===== src/rtl/board_io_pkg.sv =====
// Shared board I/O definitions: debouncer state encoding and timing constants.
// Latency: n/a (types and constants only).
// Backpressure: n/a.
package board_io_pkg;

    typedef enum logic [1:0] {
        DB_IDLE_LOW  = 2'd0,
        DB_WAIT_HIGH = 2'd1,
        DB_IDLE_HIGH = 2'd2,
        DB_WAIT_LOW  = 2'd3
    } db_state_t;

    // 10 ms at 100 MHz
    localparam int DEBOUNCE_CYCLES_100MHZ = 1_000_000;

endpackage


===== src/rtl/bit_sync.sv =====
// Multi-flop synchronizer for one asynchronous board input.
// Latency: DEPTH cycles from d to q.
// Backpressure: none, samples every cycle.
module bit_sync #(
    parameter int DEPTH = 2
) (
    input  logic clk,
    input  logic rst,
    input  logic d,
    output logic q
);

    logic [DEPTH-1:0] ff;

    always_ff @(posedge clk) begin
        if (rst) begin
            ff <= '0;
        end else begin
            ff <= {ff[DEPTH-2:0], d};
        end
    end

    assign q = ff[DEPTH-1];

endmodule


===== src/rtl/button_debouncer.sv =====
// Push-button debouncer: clean level plus one-cycle press/release strobes.
// Latency: outputs change SYNC_STAGES + STABLE_CYCLES edges after a held input change.
// Backpressure: none; strobes are fire-and-forget single-cycle pulses.
module button_debouncer
    import board_io_pkg::*;
#(
    parameter int STABLE_CYCLES = DEBOUNCE_CYCLES_100MHZ,
    parameter int SYNC_STAGES   = 2
) (
    input  logic clk,
    input  logic rst,
    input  logic btn_in,
    output logic btn_level,
    output logic press_pulse,
    output logic release_pulse
);

    localparam int CW = $clog2(STABLE_CYCLES + 1);
    // cnt holds samples already seen; the edge that sees cnt == LAST adds the final one.
    localparam logic [CW-1:0] LAST = CW'(STABLE_CYCLES - 1);

    logic          s;
    db_state_t     state, state_d;
    logic [CW-1:0] cnt, cnt_d;
    logic          level_d, press_d, release_d;

    bit_sync #(.DEPTH(SYNC_STAGES)) u_sync (
        .clk (clk),
        .rst (rst),
        .d   (btn_in),
        .q   (s)
    );

    always_ff @(posedge clk) begin
        if (rst) begin
            state         <= DB_IDLE_LOW;
            cnt           <= '0;
            btn_level     <= 1'b0;
            press_pulse   <= 1'b0;
            release_pulse <= 1'b0;
        end else begin
            state         <= state_d;
            cnt           <= cnt_d;
            btn_level     <= level_d;
            press_pulse   <= press_d;
            release_pulse <= release_d;
        end
    end

    always_comb begin
        state_d = state;
        cnt_d   = '0;
        unique case (state)
            DB_IDLE_LOW: begin
                if (s) begin
                    if (STABLE_CYCLES == 1) begin
                        state_d = DB_IDLE_HIGH;
                    end else begin
                        state_d = DB_WAIT_HIGH;
                        cnt_d   = CW'(1);
                    end
                end
            end
            DB_WAIT_HIGH: begin
                if (!s) begin
                    state_d = DB_IDLE_LOW;
                end else if (cnt == LAST) begin
                    state_d = DB_IDLE_HIGH;
                end else begin
                    cnt_d = cnt + CW'(1);
                end
            end
            DB_IDLE_HIGH: begin
                if (!s) begin
                    if (STABLE_CYCLES == 1) begin
                        state_d = DB_IDLE_LOW;
                    end else begin
                        state_d = DB_WAIT_LOW;
                        cnt_d   = CW'(1);
                    end
                end
            end
            DB_WAIT_LOW: begin
                if (s) begin
                    state_d = DB_IDLE_HIGH;
                end else if (cnt == LAST) begin
                    state_d = DB_IDLE_LOW;
                end else begin
                    cnt_d = cnt + CW'(1);
                end
            end
        endcase
    end

    // Aborted waits return to their IDLE state without a strobe.
    always_comb begin
        level_d   = (state_d == DB_IDLE_HIGH) || (state_d == DB_WAIT_LOW);
        press_d   = (state_d == DB_IDLE_HIGH) &&
                    ((state == DB_IDLE_LOW) || (state == DB_WAIT_HIGH));
        release_d = (state_d == DB_IDLE_LOW) &&
                    ((state == DB_IDLE_HIGH) || (state == DB_WAIT_LOW));
    end

endmodule


===== config.mk =====
export PLATFORM = sky130hd
export DESIGN_NAME = button_debouncer
export DESIGN_NICKNAME = d
export VERILOG_FILES = /design/src/rtl/board_io_pkg.sv /design/src/rtl/bit_sync.sv /design/src/rtl/button_debouncer.sv
export SDC_FILE = /design/constraint.sdc
export NUM_CORES = 1
export LEC_CHECK = 0
export CORE_MARGIN = 3
export CORE_UTILIZATION = 41
export DETAILED_ROUTE_END_ITERATION = 7
export PLACE_DENSITY = 0.6
export SYNTH_ARGS = -nofsm -noshare
export SYNTH_HDL_FRONTEND = slang
export SYNTH_HIERARCHICAL = 1
export SYNTH_SLANG_ARGS = --single-unit

===== constraint.sdc =====
create_clock -name clk -period 4.4 [get_ports clk]
set_input_delay 0.66 -clock clk [delete_from_list [all_inputs] [get_ports clk]]
set_output_delay 0.66 -clock clk [all_outputs]
set_load 0.02 [all_outputs]

* Yosys cells after proc, flatten, opt, wreduce, memory -nomap -nowiden
Cells that the tools add are included.
** Word-level totals
- Bits of input ports :: 3
- Word-level logic and storage cells :: 33
- Output and inout port bits :: 3
- Register bits after elaboration :: 27
** Cells by class
- Eq/ne operators :: 6
- Add/subtract/negate cells :: 1
- Reductions and logical operators :: 7
- Multiplexer cells :: 13
** Operators with widths (number)
- $pmux W20 S4 :: 1
- $mux W20 :: 3
- $add A20 B1 Y20 const B :: 1
- $eq A20 B20 Y1 const B :: 1
- $mux W2 :: 6
- $eq A2 B2 Y1 const B :: 4
- $pmux W2 S4 :: 1
- $logic_not A2 Y1 :: 2
- $logic_or A1 B1 Y1 :: 3
- $eq A2 B1 Y1 const B :: 1
- $logic_and A1 B1 Y1 :: 2
- $mux W1 :: 2

* Depth between registers and ports, before layout
- Word-level depth :: 6
- Mapped depth :: 6
- Gate-level depth less buffers :: 5

* By module
The synthesis kept the hierarchy.
** By module, submodules not included
- button_debouncer :: cells an instance 117, area each 1079.8 um^2, times used 1, seq. area each 480.5 um^2
- bit_sync :: cells an instance 4, area each 52.6 um^2, times used 1, seq. area each 40.0 um^2

* Worst setup path before layout
No wires, ideal clock.
- Path type :: register to register
- From :: register cnt[0]
- To :: register cnt[16]
- Data required time :: 4.285 ns
- Slack :: 2.574 ns
- Data arrival time :: 1.712 ns
- Clock period less this slack :: 1.826 ns
- Library setup time :: 0.115 ns
- Buffers on the path :: 1
- Stages on the path, launching flop included :: 7
- Cells stage by stage :: dfxtp_1 > ha_1 > nand4_1 > or4_4 > o2111ai_4 > buf_6 > nor2_1
** On the way
- Longest elaborated chain between the ends :: 4
- Elaborated cells between the ends (all ways) :: 6
- Classes of those cells :: 1 x add/sub; 1 x eq/ne; 4 x mux
** RTL lines
- from (decl) :: line button_debouncer.sv:24 : logic [CW-1:0] cnt, cnt_d;
- from (signal assigned) :: line button_debouncer.sv:43 : cnt <= cnt_d;
- $add A20 B1 Y20 / $eq A20 B20 Y1 (equally long branches)
- $mux W20 (*) :: line button_debouncer.sv:67, button_debouncer.sv:86
- $mux W20, on equally long branches :: line button_debouncer.sv:84, button_debouncer.sv:65
- $pmux W20 S4 (*) :: line button_debouncer.sv:53 : unique case (state)
Every way passes the cells marked *; elsewhere a longest branch is shown, timed or not.
A chain may end at the register's enable or synchronous reset.

* Worst setup path after layout
- From :: register cnt[0]
- To :: register cnt[4]
Same word-level chain as after synthesis.

==> impl_metrics.py <==
metrics = {
    "run_status": {
        "status": "complete, no violations",
    },
    "sta": {
        "maxSlewViolCount": 0,
        "setup_tns_ps": 0,
        "finalHoldViolCount": 0,
        "finalSetupViolCount": 0,
        "fin_crit_sh": 0.468,
        "whs_ps": 457,
        "fin_worst_skew_ps": 8.83,
        "tightest_slew_ps": 556,
        "fmax_mhz": 486,
        "rsz0062_at_grt": "false",
        "max_slew_margin": 0.629,
        "min_period_ps": 2060,
    },
    "global_routing": {
        "grt_pass1_wl_um": 3510,
        "grt_util_met2": 0.215,
        "grt_use_met1": 0.163,
        "grt.total_usage": 0.131,
        "grt_max_degree": 20,
        "met3_usage": 0.0395,
        "grt_pass1_vias": 806,
        "busiest_layer": "met2",
        "antenna_found_initial": 0,
        "grt.overflow.total": 0,
    },
    "critical_path": {
        "critPathMaxFanout": 19,
        "r2r_setup_slack_ps": 2340,
        "r2r_end": "cnt[4]$_SDFF_PP0_",
        "cp.arrival_ps": 2250,
        "end_kind": "flip-flop",
        "criticalPathCategory": "flip-flop to flip-flop",
        "reg2reg_from": "cnt[0]$_SDFF_PP0_",
        "r2r_cells": 5,
        "worstPathRequired_ps": 4590,
        "critPathLaunchType": "flip-flop",
    },
    "power": {
        "pwr_density_cell_mw_per_mm2": 290,
        "ir_worst_vdd_mv": 0.174,
        "power.leakage_uw": 0.000377,
        "total_power_uw": 361,
    },
    "synthesis": {
        "synth_seq_cells": 26,
        "synth_cell_types": 30,
        "yosysMostFrequentCell": "dfxtp_1",
        "syn-cell-area_mm2": 0.00113,
        "synth_commonest_cells": "dfxtp_1 (26), nor2_1 (14), xor2_1 (9)",
        "async_reset_ff_frac": 0,
        "synth-edff-count": 0,
        "synth_top_area_frac": 0.460,
        "synth_flop_cell": "dfxtp_1",
        "yosysTopAreaCell": "dfxtp_1",
        "syn_avg_cell_area_um2": 9.36,
        "seq_area_frac_synth": 0.460,
        "syn_nets": 125,
        "yosys_warnings": 6,
        "yosys-top-cells-area": "dfxtp_1 (46%), xor2_1 (7.0%), nor2_1 (4.6%)",
        "netlist_instances": 121,
    },
    "clock_network": {
        "cts_resized": 0,
        "numClockSinks": 26,
        "h-tree-depth": 1,
        "cts_hold_buf": 0,
        "clk_root_buffer_cell": "clkbuf_4",
        "clockBufferDepth": 2,
        "numCtsBuffers": 3,
        "clk_latency_ps": 320,
        "cts_tree": "built",
        "path_clk_slew_ps": 130,
        "cts_setup_buffers": 0,
    },
    "detailed_routing": {
        "viasPerCell": 5.35,
        "antenna_left": 0,
        "wl_per_cell_um": 12.3,
        "drcViolationCount": 0,
        "vias": 851,
        "drt_iter0_drc": 18,
        "dr.pass1.iters": 4,
        "wl_um": 1960,
    },
    "layout": {
        "num_antenna_cells": 0,
        "multi_input_area_um2": 574,
        "fill_cells": 242,
        "drive_gt1_frac": 0.0698,
        "num-nets-final": 134,
        "seqCellArea_um2": 520,
        "area_growth_pct": 9.94,
    },
    "floorplanning": {
        "boundaryPins": 6,
        "die-area_mm2": 0.00343,
        "start_util": 0.445,
        "die_w_um": 58.6,
        "die_h_um": 58.6,
        "core_mm2": 0.00254,
        "row_count": 18,
    },
    "min_path": {
        "hold-path-endpoint": "u_sync/ff[1]$_SDFF_PP0_",
        "holdPathStages": 1,
        "hp-start": "u_sync/ff[0]$_SDFF_PP0_",
        "holdCritPathClass": "flip-flop to flip-flop",
    },
    "run": {
        "maxCapViolations": 0,
    },
    "placed_design": {
        "port_buffers": 5,
        "hpwl_um": 1430,
        "place.gp.congestion": 0.763,
    },
}
layout by cell type (no fill, tap or decap), drive strengths merged:
cell / n
a211oi: 1
a21oi: 6
a31o: 1
and2: 1
and4: 5
and4b: 2
and4bb: 1
clkbuf: 4
clkdlybuf4s50: 5
dfxtp: 26
ha: 1
inv: 7
mux2i: 1
nand2: 8
nand3: 7
nand3b: 1
nand4: 7
nor2: 14
nor2b: 2
nor3: 2
nor4: 1
nor4b: 1
o2111ai: 1
o21ai: 3
o31ai: 2
or3: 3
or4: 3
xnor2: 4
xor2: 9
through the flow:
step / cell area [µm²] / setup slack (ps) / utilization / cells
global route: 1240 / 2160 / 0.489 / 159
floorplan: 1130 / 2570 / - / 121
CTS: 1240 / 2320 / 0.489 / 159
global placement: 1210 / 2410 / 0.475 / 155
finish: 1240 / 2340 / 0.489 / 159
detailed placement: 1210 / 2350 / 0.475 / 155
where the power goes:
group,total (µW),internal (µW),switching (µW)
Combinational,5.17,2.72,2.46
Sequential,238,237,0.974
Clock,118,50.6,67.2
routing by layer:
layer / share of wire / routed length (µm)
met2: 0.46 / 894
met4: 0.0077 / 15
met3: 0.023 / 46
met5: 0 / 0
met1: 0.51 / 1000
registers in the layout (all words and copies together), names as in the netlist:
register and count:
press_pulse 1, state 1, btn_level 1, cnt 20
u_sync/ff 2, release_pulse 1
kinds of logic (layout without fill, tap and decap cells):
logic type                 after synthesis  count (layout)  synth area share
and+or+nand+nor                         58              58             0.296
DFF                                     26              26             0.460
AOI/OAI and AO/OA                       14              14            0.0906
xor gates and xnor gates                13              13             0.101
buffers and inverters                    8              16            0.0332
adders and majority gates                1               1            0.0110
muxes                                    1               1           0.00884
how the worst max path moves through the flow:
stage                            from            endpoint  slack, ps
floorplan           cnt[0]$_SDFF_PP0_  cnt[16]$_SDFF_PP0_       2570
global placement    cnt[0]$_SDFF_PP0_   cnt[3]$_SDFF_PP0_       2410
detailed placement  cnt[0]$_SDFF_PP0_  cnt[10]$_SDFF_PP0_       2350
CTS                 cnt[0]$_SDFF_PP0_   cnt[2]$_SDFF_PP0_       2320
global route        cnt[0]$_SDFF_PP0_   cnt[7]$_SDFF_PP0_       2160
finish              cnt[0]$_SDFF_PP0_   cnt[4]$_SDFF_PP0_       2340
critical path: stages, from the launching register on:
cell and delay [ps]:
dfxtp_1 400, ha_1 250, nand4_1 130, or4_4 560, o2111ai_4 490, nor2_1 100
cell type report:
cell class	instances	area share
Clock buffer	4	0.0291
Inverter	7	0.0211
Multi-Input combinational cell	87	0.461
Sequential cell	26	0.418
Tap cell	30	0.0302
Timing Repair Buffer	5	0.0402
Note: power is estimated with default switching activity, not from simulation.
